[config.mk]
export PLATFORM = sky130hd
export DESIGN_NAME = gmii_rx_parse
export DESIGN_NICKNAME = d
export VERILOG_FILES = /design/src/rtl/gmii_rx_parse.sv
export SDC_FILE = /design/constraint.sdc
export NUM_CORES = 1
export LEC_CHECK = 0
export CAP_MARGIN = 5
export CORE_MARGIN = 10
export CORE_UTILIZATION = 40
export CTS_CLUSTER_SIZE = 24
export DETAILED_ROUTE_END_ITERATION = 8
export PLACE_DENSITY = 0.6
export SETUP_SLACK_MARGIN = 0.1
export SLEW_MARGIN = 20
export SYNTH_ARGS = -nofsm -noshare
export SYNTH_HDL_FRONTEND = slang
export SYNTH_SLANG_ARGS = --single-unit
export TNS_END_PERCENT = 10
[constraint.sdc]
create_clock -name rx_clk -period 2.1 [get_ports rx_clk]
set_input_delay 0.525 -clock rx_clk [delete_from_list [all_inputs] [get_ports rx_clk]]
set_output_delay 0.525 -clock rx_clk [all_outputs]
set_load 0.01 [all_outputs]
[src/rtl/gmii_rx_parse.sv]
// GMII receive parser: strips preamble, Ethernet and stream headers and feeds video/audio FIFOs.
// Optional FCS checking is compiled in with `define GMII_RX_CRC_EN.
module gmii_rx_parse #(
  parameter logic [47:0] MAC_ADDR  = 48'h00_0A_35_00_00_01,
  parameter logic [15:0] ETHERTYPE = 16'h88B5,
  parameter logic [7:0]  ID        = 8'h01
) (
  input  logic        rx_clk,
  input  logic        rstbtn_n,
  input  logic        rx_dv,
  input  logic        rx_er,
  input  logic [7:0]  rxd,
  output logic [47:0] vid_din,
  output logic        vid_wr_en,
  input  logic        vid_full,
  output logic [11:0] aud_din,
  output logic        aud_wr_en,
  input  logic        aud_full,
  output logic [10:0] line_num,
  output logic [3:0]  ade_num,
  output logic        hdr_valid,
  output logic        frame_done,
  output logic        frame_err,
  output logic [15:0] drop_cnt
);

  localparam int unsigned DLY     = 4;
  localparam logic [7:0]  B_PRE   = 8'h55;
  localparam logic [7:0]  B_SFD   = 8'hD5;
  localparam logic [7:0]  T_VID   = 8'h01;
  localparam logic [7:0]  T_AUD   = 8'h02;
  localparam logic [3:0]  ETH_END = 4'd13;
  localparam logic [3:0]  HDR_END = 4'd5;

  typedef enum logic [2:0] {
    S_IDLE, S_PRE, S_ETH, S_SHDR, S_VID, S_AUD, S_PAD, S_DROP
  } state_t;

  state_t state, state_nx;

  logic                    dv0, er0;
  logic [7:0]              d0;
  logic [DLY-1:0]          dv_sr, er_sr;
  logic [DLY-1:0][7:0]     dat_sr;
  logic                    armed;

  logic [3:0]  idx;
  logic [2:0]  wb;
  logic [15:0] wcnt;
  logic        mac_hit, bc_hit, is_aud, err_q;
  logic [3:0]  ade_q;
  logic [2:0]  lhi_q;
  logic [7:0]  l0_q, c1_q;
  logic [39:0] word_sr;

  logic       byte_ok, at_end, in_frame;
  logic [7:0] cur, mac_byte_c;
  logic       mac_ok_c, crc_bad_c;
  logic       hdr_valid_c, vid_word_c, aud_word_c, frame_done_c, frame_err_c;

  // Input register plus 4-byte delay line; a byte is decodable only if 4 more frame bytes follow it
  always_ff @(posedge rx_clk or negedge rstbtn_n) begin
    if (!rstbtn_n) begin
      dv0    <= 1'b0;
      er0    <= 1'b0;
      d0     <= '0;
      dv_sr  <= '0;
      er_sr  <= '0;
      dat_sr <= '0;
      armed  <= 1'b0;
    end else begin
      dv0    <= rx_dv;
      er0    <= rx_er;
      d0     <= rxd;
      dv_sr  <= {dv_sr[DLY-2:0], dv0};
      er_sr  <= {er_sr[DLY-2:0], er0};
      dat_sr <= {dat_sr[DLY-2:0], d0};
      armed  <= armed | ~rx_dv;
    end
  end

  assign cur      = dat_sr[DLY-1];
  assign byte_ok  = dv0 & (&dv_sr);
  assign at_end   = ~dv_sr[DLY-1];
  assign in_frame = (state == S_SHDR) || (state == S_VID) || (state == S_AUD) || (state == S_PAD);

  always_comb begin
    mac_byte_c = 8'h00;
    case (idx)
      4'd0:    mac_byte_c = MAC_ADDR[47:40];
      4'd1:    mac_byte_c = MAC_ADDR[39:32];
      4'd2:    mac_byte_c = MAC_ADDR[31:24];
      4'd3:    mac_byte_c = MAC_ADDR[23:16];
      4'd4:    mac_byte_c = MAC_ADDR[15:8];
      4'd5:    mac_byte_c = MAC_ADDR[7:0];
      default: mac_byte_c = 8'h00;
    endcase
  end

  assign mac_ok_c = (mac_hit && (cur == mac_byte_c)) || (bc_hit && (cur == 8'hFF));

  always_ff @(posedge rx_clk or negedge rstbtn_n) begin
    if (!rstbtn_n) state <= S_IDLE;
    else           state <= state_nx;
  end

  always_comb begin
    state_nx = state;
    case (state)
      S_IDLE: if (armed && byte_ok && (cur == B_PRE)) state_nx = S_PRE;
      S_PRE: begin
        if (at_end) state_nx = S_IDLE;
        else if (byte_ok) begin
          if (cur == B_SFD)      state_nx = S_ETH;
          else if (cur != B_PRE) state_nx = S_DROP;
        end
      end
      S_ETH: begin
        if (at_end) state_nx = S_IDLE;
        else if (byte_ok) begin
          if (((idx == 4'd5) && !mac_ok_c) ||
              ((idx == 4'd12) && (cur != ETHERTYPE[15:8])) ||
              ((idx == ETH_END) && (cur != ETHERTYPE[7:0])))
            state_nx = S_DROP;
          else if (idx == ETH_END)
            state_nx = S_SHDR;
        end
      end
      S_SHDR: begin
        if (at_end) state_nx = S_IDLE;
        else if (byte_ok) begin
          if (((idx == 4'd0) && (cur != T_VID) && (cur != T_AUD)) ||
              ((idx == 4'd1) && (cur != ID)))
            state_nx = S_DROP;
          else if (idx == HDR_END) begin
            if ({c1_q, cur} == 16'd0) state_nx = S_PAD;
            else if (is_aud)          state_nx = S_AUD;
            else                      state_nx = S_VID;
          end
        end
      end
      S_VID: begin
        if (at_end) state_nx = S_IDLE;
        else if (byte_ok && (wb == 3'd5) && (wcnt == 16'd1)) state_nx = S_PAD;
      end
      S_AUD: begin
        if (at_end) state_nx = S_IDLE;
        else if (byte_ok && (wb == 3'd1) && (wcnt == 16'd1)) state_nx = S_PAD;
      end
      S_PAD, S_DROP: if (at_end) state_nx = S_IDLE;
      default: state_nx = S_IDLE;
    endcase
  end

  // Leaving early from VID/AUD means the word count was not exhausted
  always_comb begin
    hdr_valid_c  = (state == S_SHDR) && byte_ok && (idx == HDR_END);
    vid_word_c   = (state == S_VID) && byte_ok && (wb == 3'd5);
    aud_word_c   = (state == S_AUD) && byte_ok && (wb == 3'd1);
    frame_done_c = at_end && ((state == S_VID) || (state == S_AUD) || (state == S_PAD));
    frame_err_c  = err_q || (state != S_PAD) || crc_bad_c;
  end

  always_ff @(posedge rx_clk or negedge rstbtn_n) begin
    if (!rstbtn_n) begin
      idx        <= '0;
      wb         <= '0;
      wcnt       <= '0;
      mac_hit    <= 1'b0;
      bc_hit     <= 1'b0;
      is_aud     <= 1'b0;
      err_q      <= 1'b0;
      ade_q      <= '0;
      lhi_q      <= '0;
      l0_q       <= '0;
      c1_q       <= '0;
      word_sr    <= '0;
      vid_din    <= '0;
      vid_wr_en  <= 1'b0;
      aud_din    <= '0;
      aud_wr_en  <= 1'b0;
      line_num   <= '0;
      ade_num    <= '0;
      hdr_valid  <= 1'b0;
      frame_done <= 1'b0;
      frame_err  <= 1'b0;
      drop_cnt   <= '0;
    end else begin
      vid_wr_en  <= 1'b0;
      aud_wr_en  <= 1'b0;
      hdr_valid  <= hdr_valid_c;
      frame_done <= frame_done_c;
      frame_err  <= frame_done_c && frame_err_c;
      case (state)
        S_PRE: if (byte_ok && (cur == B_SFD)) begin
          idx     <= '0;
          mac_hit <= 1'b1;
          bc_hit  <= 1'b1;
          err_q   <= 1'b0;
        end
        S_ETH: if (byte_ok) begin
          idx <= (idx == ETH_END) ? 4'd0 : 4'(idx + 4'd1);
          if (idx < 4'd6) begin
            mac_hit <= mac_hit && (cur == mac_byte_c);
            bc_hit  <= bc_hit && (cur == 8'hFF);
          end
        end
        S_SHDR: if (byte_ok) begin
          idx <= 4'(idx + 4'd1);
          case (idx)
            4'd0: is_aud <= (cur == T_AUD);
            4'd2: begin
              ade_q <= cur[7:4];
              lhi_q <= cur[2:0];
            end
            4'd3: l0_q <= cur;
            4'd4: c1_q <= cur;
            4'd5: begin
              wcnt     <= {c1_q, cur};
              wb       <= '0;
              line_num <= {lhi_q, l0_q};
              if (is_aud) ade_num <= ade_q;
            end
            default: ;
          endcase
        end
        S_VID, S_AUD: if (byte_ok) begin
          word_sr <= {word_sr[31:0], cur};
          if (vid_word_c || aud_word_c) begin
            wb   <= '0;
            wcnt <= 16'(wcnt - 16'd1);
            if ((vid_word_c && vid_full) || (aud_word_c && aud_full)) begin
              if (drop_cnt != 16'hFFFF) drop_cnt <= 16'(drop_cnt + 16'd1);
            end else if (vid_word_c) begin
              vid_din   <= {word_sr, cur};
              vid_wr_en <= 1'b1;
            end else begin
              aud_din   <= {word_sr[3:0], cur};
              aud_wr_en <= 1'b1;
            end
          end else begin
            wb <= 3'(wb + 3'd1);
          end
        end
        default: ;
      endcase
      if (in_frame && dv_sr[DLY-1] && er_sr[DLY-1]) err_q <= 1'b1;
    end
  end

`ifdef GMII_RX_CRC_EN
  localparam logic [31:0] CRC_POLY_R  = 32'hEDB88320;
  localparam logic [31:0] CRC_RESIDUE = 32'hC704DD7B;

  logic [31:0] crc_q, crc_nx_c, crc_rev_c;

  // Reflected CRC-32, one byte per cycle; compared bit-reversed against the residue
  always_comb begin
    crc_nx_c = crc_q ^ {24'd0, cur};
    for (int i = 0; i < 8; i++)
      crc_nx_c = crc_nx_c[0] ? ((crc_nx_c >> 1) ^ CRC_POLY_R) : (crc_nx_c >> 1);
    crc_rev_c = '0;
    for (int i = 0; i < 32; i++) crc_rev_c[i] = crc_q[31-i];
    crc_bad_c = (crc_rev_c != CRC_RESIDUE);
  end

  always_ff @(posedge rx_clk or negedge rstbtn_n) begin
    if (!rstbtn_n)
      crc_q <= '1;
    else if ((state == S_PRE) && byte_ok && (cur == B_SFD))
      crc_q <= '1;
    else if (dv_sr[DLY-1] && ((state == S_ETH) || in_frame))
      crc_q <= crc_nx_c;
  end
`else
  assign crc_bad_c = 1'b0;
`endif

endmodule
## Word level (Yosys, flattened, before mapping)

Index checks and enable logic that the tools add are counted.

- Word-level logic and storage cells: 214
- Flip-flop bits (word level): 240

- Multiplexer cells: 57
- Magnitude comparators: 1
- Add/sub/neg operators: 4
- Equal/unequal tests: 46
- Bitwise logic cells: 6
- Reductions and logical operators: 67

Operators with widths:

| kind | count |
|---|---|
| 3-bit 2-to-1 mux | 22 |
| 16-bit 2-to-1 mux | 4 |
| 16-bit one-hot mux with 2 select lines | 1 |
| 1-bit logical AND | 27 |
| 3-bit one-hot mux with 7 select lines | 1 |
| 4-bit AND reduction | 5 |
| 5-bit AND reduction | 4 |
| 1-bit 2-to-1 mux | 19 |
| 2-bit inequality test (second input constant) | 9 |
| 6-bit one-hot mux with 3 select lines | 1 |
| 16-bit by 1-bit adder with 16-bit output (second input constant) | 1 |
| 16-bit by 1-bit equality test with 1-bit output (second input constant) | 1 |
| 8-bit equality test (second input constant) | 2 |
| 16-bit logical NOT | 1 |
| 4-bit 2-to-1 mux | 4 |
| 16-bit inequality test (second input constant) | 1 |
| 8-bit inequality test (second input constant) | 2 |
| 16-bit by 1-bit subtractor with 16-bit output (second input constant) | 1 |
| 3-bit equality test (second input constant) | 5 |
| 3-bit inequality test (second input constant) | 5 |
| 3-bit AND reduction | 5 |
| 1-bit logical OR | 12 |
| 4-bit inequality test (second input constant) | 3 |
| 4-bit one-hot mux with 3 select lines | 1 |
| 30 further kinds | 44 |

## Longest topological paths before layout

Gate-level depths: netlist (run 1).

- Depth in word-level cells: 13
- Mapped depth: 11

## Worst setup path before layout (run 1)

OpenSTA, ideal clock, no wires.

- Path type: reg2reg
- Start point: reg idx[1]
- End point: reg wcnt[1]
- Setup time: 83 ps
- Stages on the path, launching flop included: 12
- Buffers on the path: 3
- Clock period less this slack: 2,347 ps
- Setup slack: -247 ps
- Data arrival time: 2,264 ps
- Data required time: 2,017 ps
- Cell sequence: dfrtp_1 > inv_1 > ha_1 > clkbuf_1 > nand2_1 > nor4_1 > o21ai_0 > nor2b_1 > clkbuf_1 > clkbuf_1 > o211ai_1 > o21ai_0

- Word-level cells in the longest chain between the ends: 3

Ends and longest elaborated chain:

| item | line | RTL |
|---|---|---|
| start, declared | 47 | `logic [3:0] idx;` |
| start signal, assigned | 202 | `idx <= (idx == ETH_END) ? 4'd0 : 4'(idx + 4'd1);` |
| start signal, assigned | 209 | `idx <= 4'(idx + 4'd1);` |
| 4-bit by 3-bit equality test with 1-bit output | 210 | `case (idx)` |
| 2-bit inequality test (no line) | - |  |
| 5-bit AND reduction (no line) | - |  |
| end signal, assigned | 219 | `wcnt <= {c1_q, cur};` |
| end signal, assigned | 231 | `wcnt <= 16'(wcnt - 16'd1);` |
| end, declared | 49 | `logic [15:0] wcnt;` |

No other way between the ends.
A chain may end at the register's enable or synchronous reset.

## Worst setup path in the final report (run 1)

- Start point: reg dat_sr, in the netlist cur[1]
- End point: reg state[1]

- Word-level cells in the longest chain between the ends: 11

Ends and longest elaborated chain:

| item | line | RTL |
|---|---|---|
| start, declared | 44 | `logic [DLY-1:0][7:0] dat_sr;` |
| start signal, assigned | 77 | `dat_sr <= {dat_sr[DLY-2:0], d0};` |
| 8-bit equality test | 100 | `assign mac_ok_c = (mac_hit && (cur == mac_byte_c)) \|\| (bc_hit && (cur == 8'hFF));` |
| 1-bit logical AND | 100 |  |
| 1-bit logical OR | 100 |  |
| 1-bit logical NOT | 121 | `if (((idx == 4'd5) && !mac_ok_c) \|\|` |
| 1-bit logical AND | 121 |  |
| 1-bit logical OR | 121 |  |
| 1-bit logical OR | 122 | `((idx == 4'd12) && (cur != ETHERTYPE[15:8])) \|\|` |
| 3-bit 2-to-1 mux | 121 |  |
| 3-bit 2-to-1 mux | 120 | `else if (byte_ok) begin` |
| 3-bit 2-to-1 mux | 119 | `if (at_end) state_nx = S_IDLE;` |
| 3-bit one-hot mux with 7 select lines | 109 | `case (state)` |
| end signal, assigned | 104 | `else state <= state_nx;` |
| end, declared | 39 | `state_t state, state_nx;` |

Parallel ways exist; a longest one is shown, timed or not. The select of a mux whose other input is x is not followed.

==> flow_summary.json, run 1 <==
{
  "ys_seq_elements": 240,
  "crit_buf_inv": 0,
  "cts_made_buffers": 27,
  "die-area_um2": 30600,
  "clkTransAtPathRegs_ns": 0.06,
  "yosysSeqAreaShare": 0.625,
  "drv_cap": 0,
  "dr.pass1.iters": 5,
  "timing.slew.headroom": 0.650,
  "violations": "setup timing",
  "fin_util": 0.547,
  "coreArea_um2": 23500,
  "grt_overflow": 0,
  "setup_viol": 3,
  "internal_power_w": 0.00902,
  "ys_types": 60,
  "num_antenna_cells": 0,
  "postLayoutCellArea_um2": 12900,
  "clk_latency_ns": 0.52,
  "syn_avg_cell_area_um2": 13.0,
  "drv_slew": 0,
  "min_period_ns": 2.22,
  "skew_ns": 0.0115,
  "max_freq_mhz": 450,
  "drtIter0Drc": 380,
  "gp_congestion": 0.877,
  "wl_per_cell_um": 17.5,
  "hold_viol_final": 0,
  "area_growth_pct": 34.0,
  "swShare": 0.270,
  "synth_enable_flop_cells": 0,
  "clk_path_buf_depth": 3,
  "cts_root_buffer": "clkbuf_16",
  "grt.total_usage": 0.141,
  "dp_hpwl_mm": 15.4,
  "synth-async-reset-ratio": 1.00,
  "finalNetCount": 948,
  "yosysWarnings": 0,
  "fillCellCount": 2057,
  "grt_max_degree": 64,
  "grt_pass1_vias": 6427,
  "cts_tree": "yes",
  "postPlaceCellArea_um2": 11700,
  "place_ws_ns": -0.347,
  "netSwitchingPower_w": 0.00334,
  "wl_mm": 22.1,
  "initial_core_util": 0.408,
  "whs_ns": 0.343,
  "syn_area_um2": 9600,
  "cp.required_ns": 2.50,
  "crit_arrival_ns": 2.62,
  "rows": 56,
  "p_seq_frac": 0.420,
  "critPathMaxStageDelay_ns": 0.54,
  "peakVddDrop_mv": 0.635,
  "antenna_found_initial": 0,
  "drt.antenna.violating_nets": 0,
  "crit_path_max_fanout": 3,
  "io-pin-count": 110,
  "cp_top_family": "simple AND/OR/NAND/NOR gates",
  "grt_pass1_wl_mm": 35.6,
  "dieHeight_um": 175,
  "synth_nets": 763,
  "power.share.combinational": 0.182,
  "io_buffers": 109,
  "setup.worst_path.start_class": "flop",
  "die-width_um": 175,
  "viasPerCell": 5.06,
  "synthCells": 740,
  "rsz0062_at_grt": "yes",
  "hold_class": "reg2reg",
  "worstMarginPinSlew_ns": 0.512,
  "num_vias": 6393,
  "htree_levels": 1,
  "numClockSinks": 240,
  "criticalPathCategory": "reg2reg",
  "powerDensity_nw_per_um2": 961,
  "setup_ws_ns": -0.123,
  "synth_ff_type": "dfrtp_1",
  "finalCritPeriodShare": 1.06,
  "clockPowerShare": 0.398,
  "outcome": "complete, but fails checks",
  "crit_chain": "or4b_4, or3_4, o31a_1, a311oi_2, o211ai_2, mux2i_1",
  "critPathCaptureType": "flop",
  "drive_gt1_frac": 0.323,
  "cp_slowest_cell": "or4b_4",
  "drc": 0,
  "p_leak_nw": 6.44
}
-- state kept, by name (all words and copies together) (netlist names), 8 cells and up --
signal,cells
vid_din,48
line_num,11
aud_din,12
wcnt,16
drop_cnt,16
dat_sr,24
word_sr,40
l0_q,8
d0,8
cur,8
c1_q,8
-- cells in the final DEF, fill, tap and decap left out, types with 3 or more instances in the layout --
cell / synthesis / layout
dfrtp_1: 240 / 238
mux2_2: 139 / 139
buf_4: 0 / 71
clkdlybuf4s50_1: 0 / 55
nand2_1: 44 / 43
nor2_1: 36 / 36
dlygate4sd2_1: 0 / 35
o21ai_0: 37 / 32
a21oi_1: 28 / 28
clkbuf_16: 0 / 27
nor3_1: 22 / 18
dlymetal6s2s_1: 0 / 18
inv_1: 18 / 16
nand3_1: 12 / 11
buf_12: 0 / 11
nand4_1: 10 / 10
xor2_1: 9 / 9
xnor2_1: 8 / 8
nor4_1: 13 / 7
clkbuf_8: 0 / 7
ha_1: 9 / 6
mux2i_1: 5 / 5
o21ai_1: 0 / 5
nor4_2: 0 / 5
nor3_2: 1 / 5
or3_1: 6 / 4
nor2b_1: 5 / 4
o22ai_1: 4 / 4
bufinv_16: 0 / 4
clkinv_2: 0 / 4
a22oi_1: 3 / 3
o211ai_1: 3 / 3
o2bb2ai_1: 3 / 3
nand2b_1: 3 / 3
clkbuf_1: 25 / 3
-- cell usage after synthesis, drive strengths merged (2+ instances only) --
cell / instances / area, um2
xor2: 9 / 78.8
a211oi: 2 / 15.0
inv: 18 / 67.6
or2: 2 / 12.5
a21oi: 28 / 140
nand4: 10 / 62.6
clkinv: 2 / 7.51
clkbuf: 25 / 93.8
o22ai: 4 / 25.0
nand3: 12 / 60.1
nor3b: 2 / 15.0
nand2: 44 / 165
dfrtp: 240 / 6010
and4: 2 / 17.5
mux2i: 5 / 50.1
nor2: 36 / 135
nor4bb: 2 / 20.0
nor3: 23 / 120
or4b: 2 / 20.0
or3: 6 / 37.5
a31oi: 2 / 12.5
o2bb2ai: 3 / 26.3
buf: 12 / 52.6
nor4: 13 / 81.3
a22oi: 3 / 22.5
nor2b: 5 / 31.3
mux2: 139 / 1570
nand2b: 3 / 18.8
and3: 2 / 12.5
xnor2: 8 / 70.1
ha: 9 / 113
o211ai: 4 / 35.0
o32ai: 2 / 17.5
o31ai: 3 / 22.5
o21ai: 37 / 185
-- cell families (layout without fill, tap and decap cells) --
kind of cell | Yosys count | count (layout) | share of synthesized area
flops | 240 | 240 | 0.625
simple gates | 170 | 170 | 0.0892
mux | 144 | 144 | 0.168
compound gates | 103 | 103 | 0.0670
buf+inv | 57 | 261 | 0.0231
xor+xnor | 17 | 17 | 0.0155
fa+ha+maj | 9 | 9 | 0.0117
-- final cells by class --
type	instances	area [um2]	area share
sequential	240	6010	0.467
multi-input combinational	443	3560	0.277
timing repair buffer	193	1870	0.145
clock buffer	37	783	0.0609
tap	319	399	0.0310
clock inverter	11	173	0.0134
inverter	20	75.1	0.00583
-- power by group through the flow --
stage          sequential (W)  combinational, W  clock (W)
5_1_grt               0.00523           0.00247    0.00524
4_1_cts               0.00517           0.00208    0.00505
3_3_place_gp          0.00524           0.00201          0
6_report              0.00519           0.00225    0.00492
2_1_floorplan         0.00517           0.00126          0
3_5_place_dp          0.00525           0.00205          0
-- metrics by stage --
stage	std cells	setup TNS, ns	power, W
floorplan	740	-0.909	0.00642
global placement	1212	-12.05	0.00725
detailed placement	1212	-12.63	0.00730
CTS	1261	-0.407	0.0123
global route	1263	-0.550	0.0129
finish	1263	-0.353	0.0124
-- timing repair --
action / 4_1_cts / 5_1_grt
setup endpoints to repair: 60 / 123
endpoints found under the hold margin: 39 / 0
pin swaps: 2 / 5
buffers inserted: 0 / 2
hold buffers: 1 / 0
gates cloned: 0 / 0
gates resized for setup: 48 / 43
-- worst register-to-register path, stage by stage, from the launching register on --
cell,delay (ns)
dfrtp_1,0.38
or4b_4,0.54
or3_4,0.38
o31a_1,0.25
a311oi_2,0.22
o211ai_2,0.18
mux2i_1,0.16
-- metal layers --
layer,vias up,track usage,part of all wire
met1,3220,0.188,0.45
met5,-,0,0
met2,137,0.225,0.47
met4,0,0.0434,0.026
li1,3004,-,-
met3,32,0.0304,0.049
-- final timing paths --
path | cells past startpoint | start | to | slack, ns
setup / recovery | 6 | cur[1]$_DFF_PN0_ | state[1]$_DFFE_PN0P_ | -0.12
hold / removal | 0 | er_sr[1]$_DFF_PN0_ | er_sr[2]$_DFF_PN0_ | 0.34
setup reg to reg | 6 | cur[1]$_DFF_PN0_ | state[1]$_DFFE_PN0P_ | -0.12
hold reg to reg | 0 | er_sr[1]$_DFF_PN0_ | er_sr[2]$_DFF_PN0_ | 0.34
max in group asynchronous | 3 | rstbtn_n | er0$_DFF_PN0_ | 0.96
min in group asynchronous | 2 | rstbtn_n | word_sr[24]$_DFFE_PN0P_ | 0.49
(Power assumes the default switching activity.)
==> run 2: changes to the inputs <==
Settings changed: SLEW_MARGIN 20 to not set.
==> results of run 2 <==
The final DEF is identical to that of run 1; final timing and power are the same.
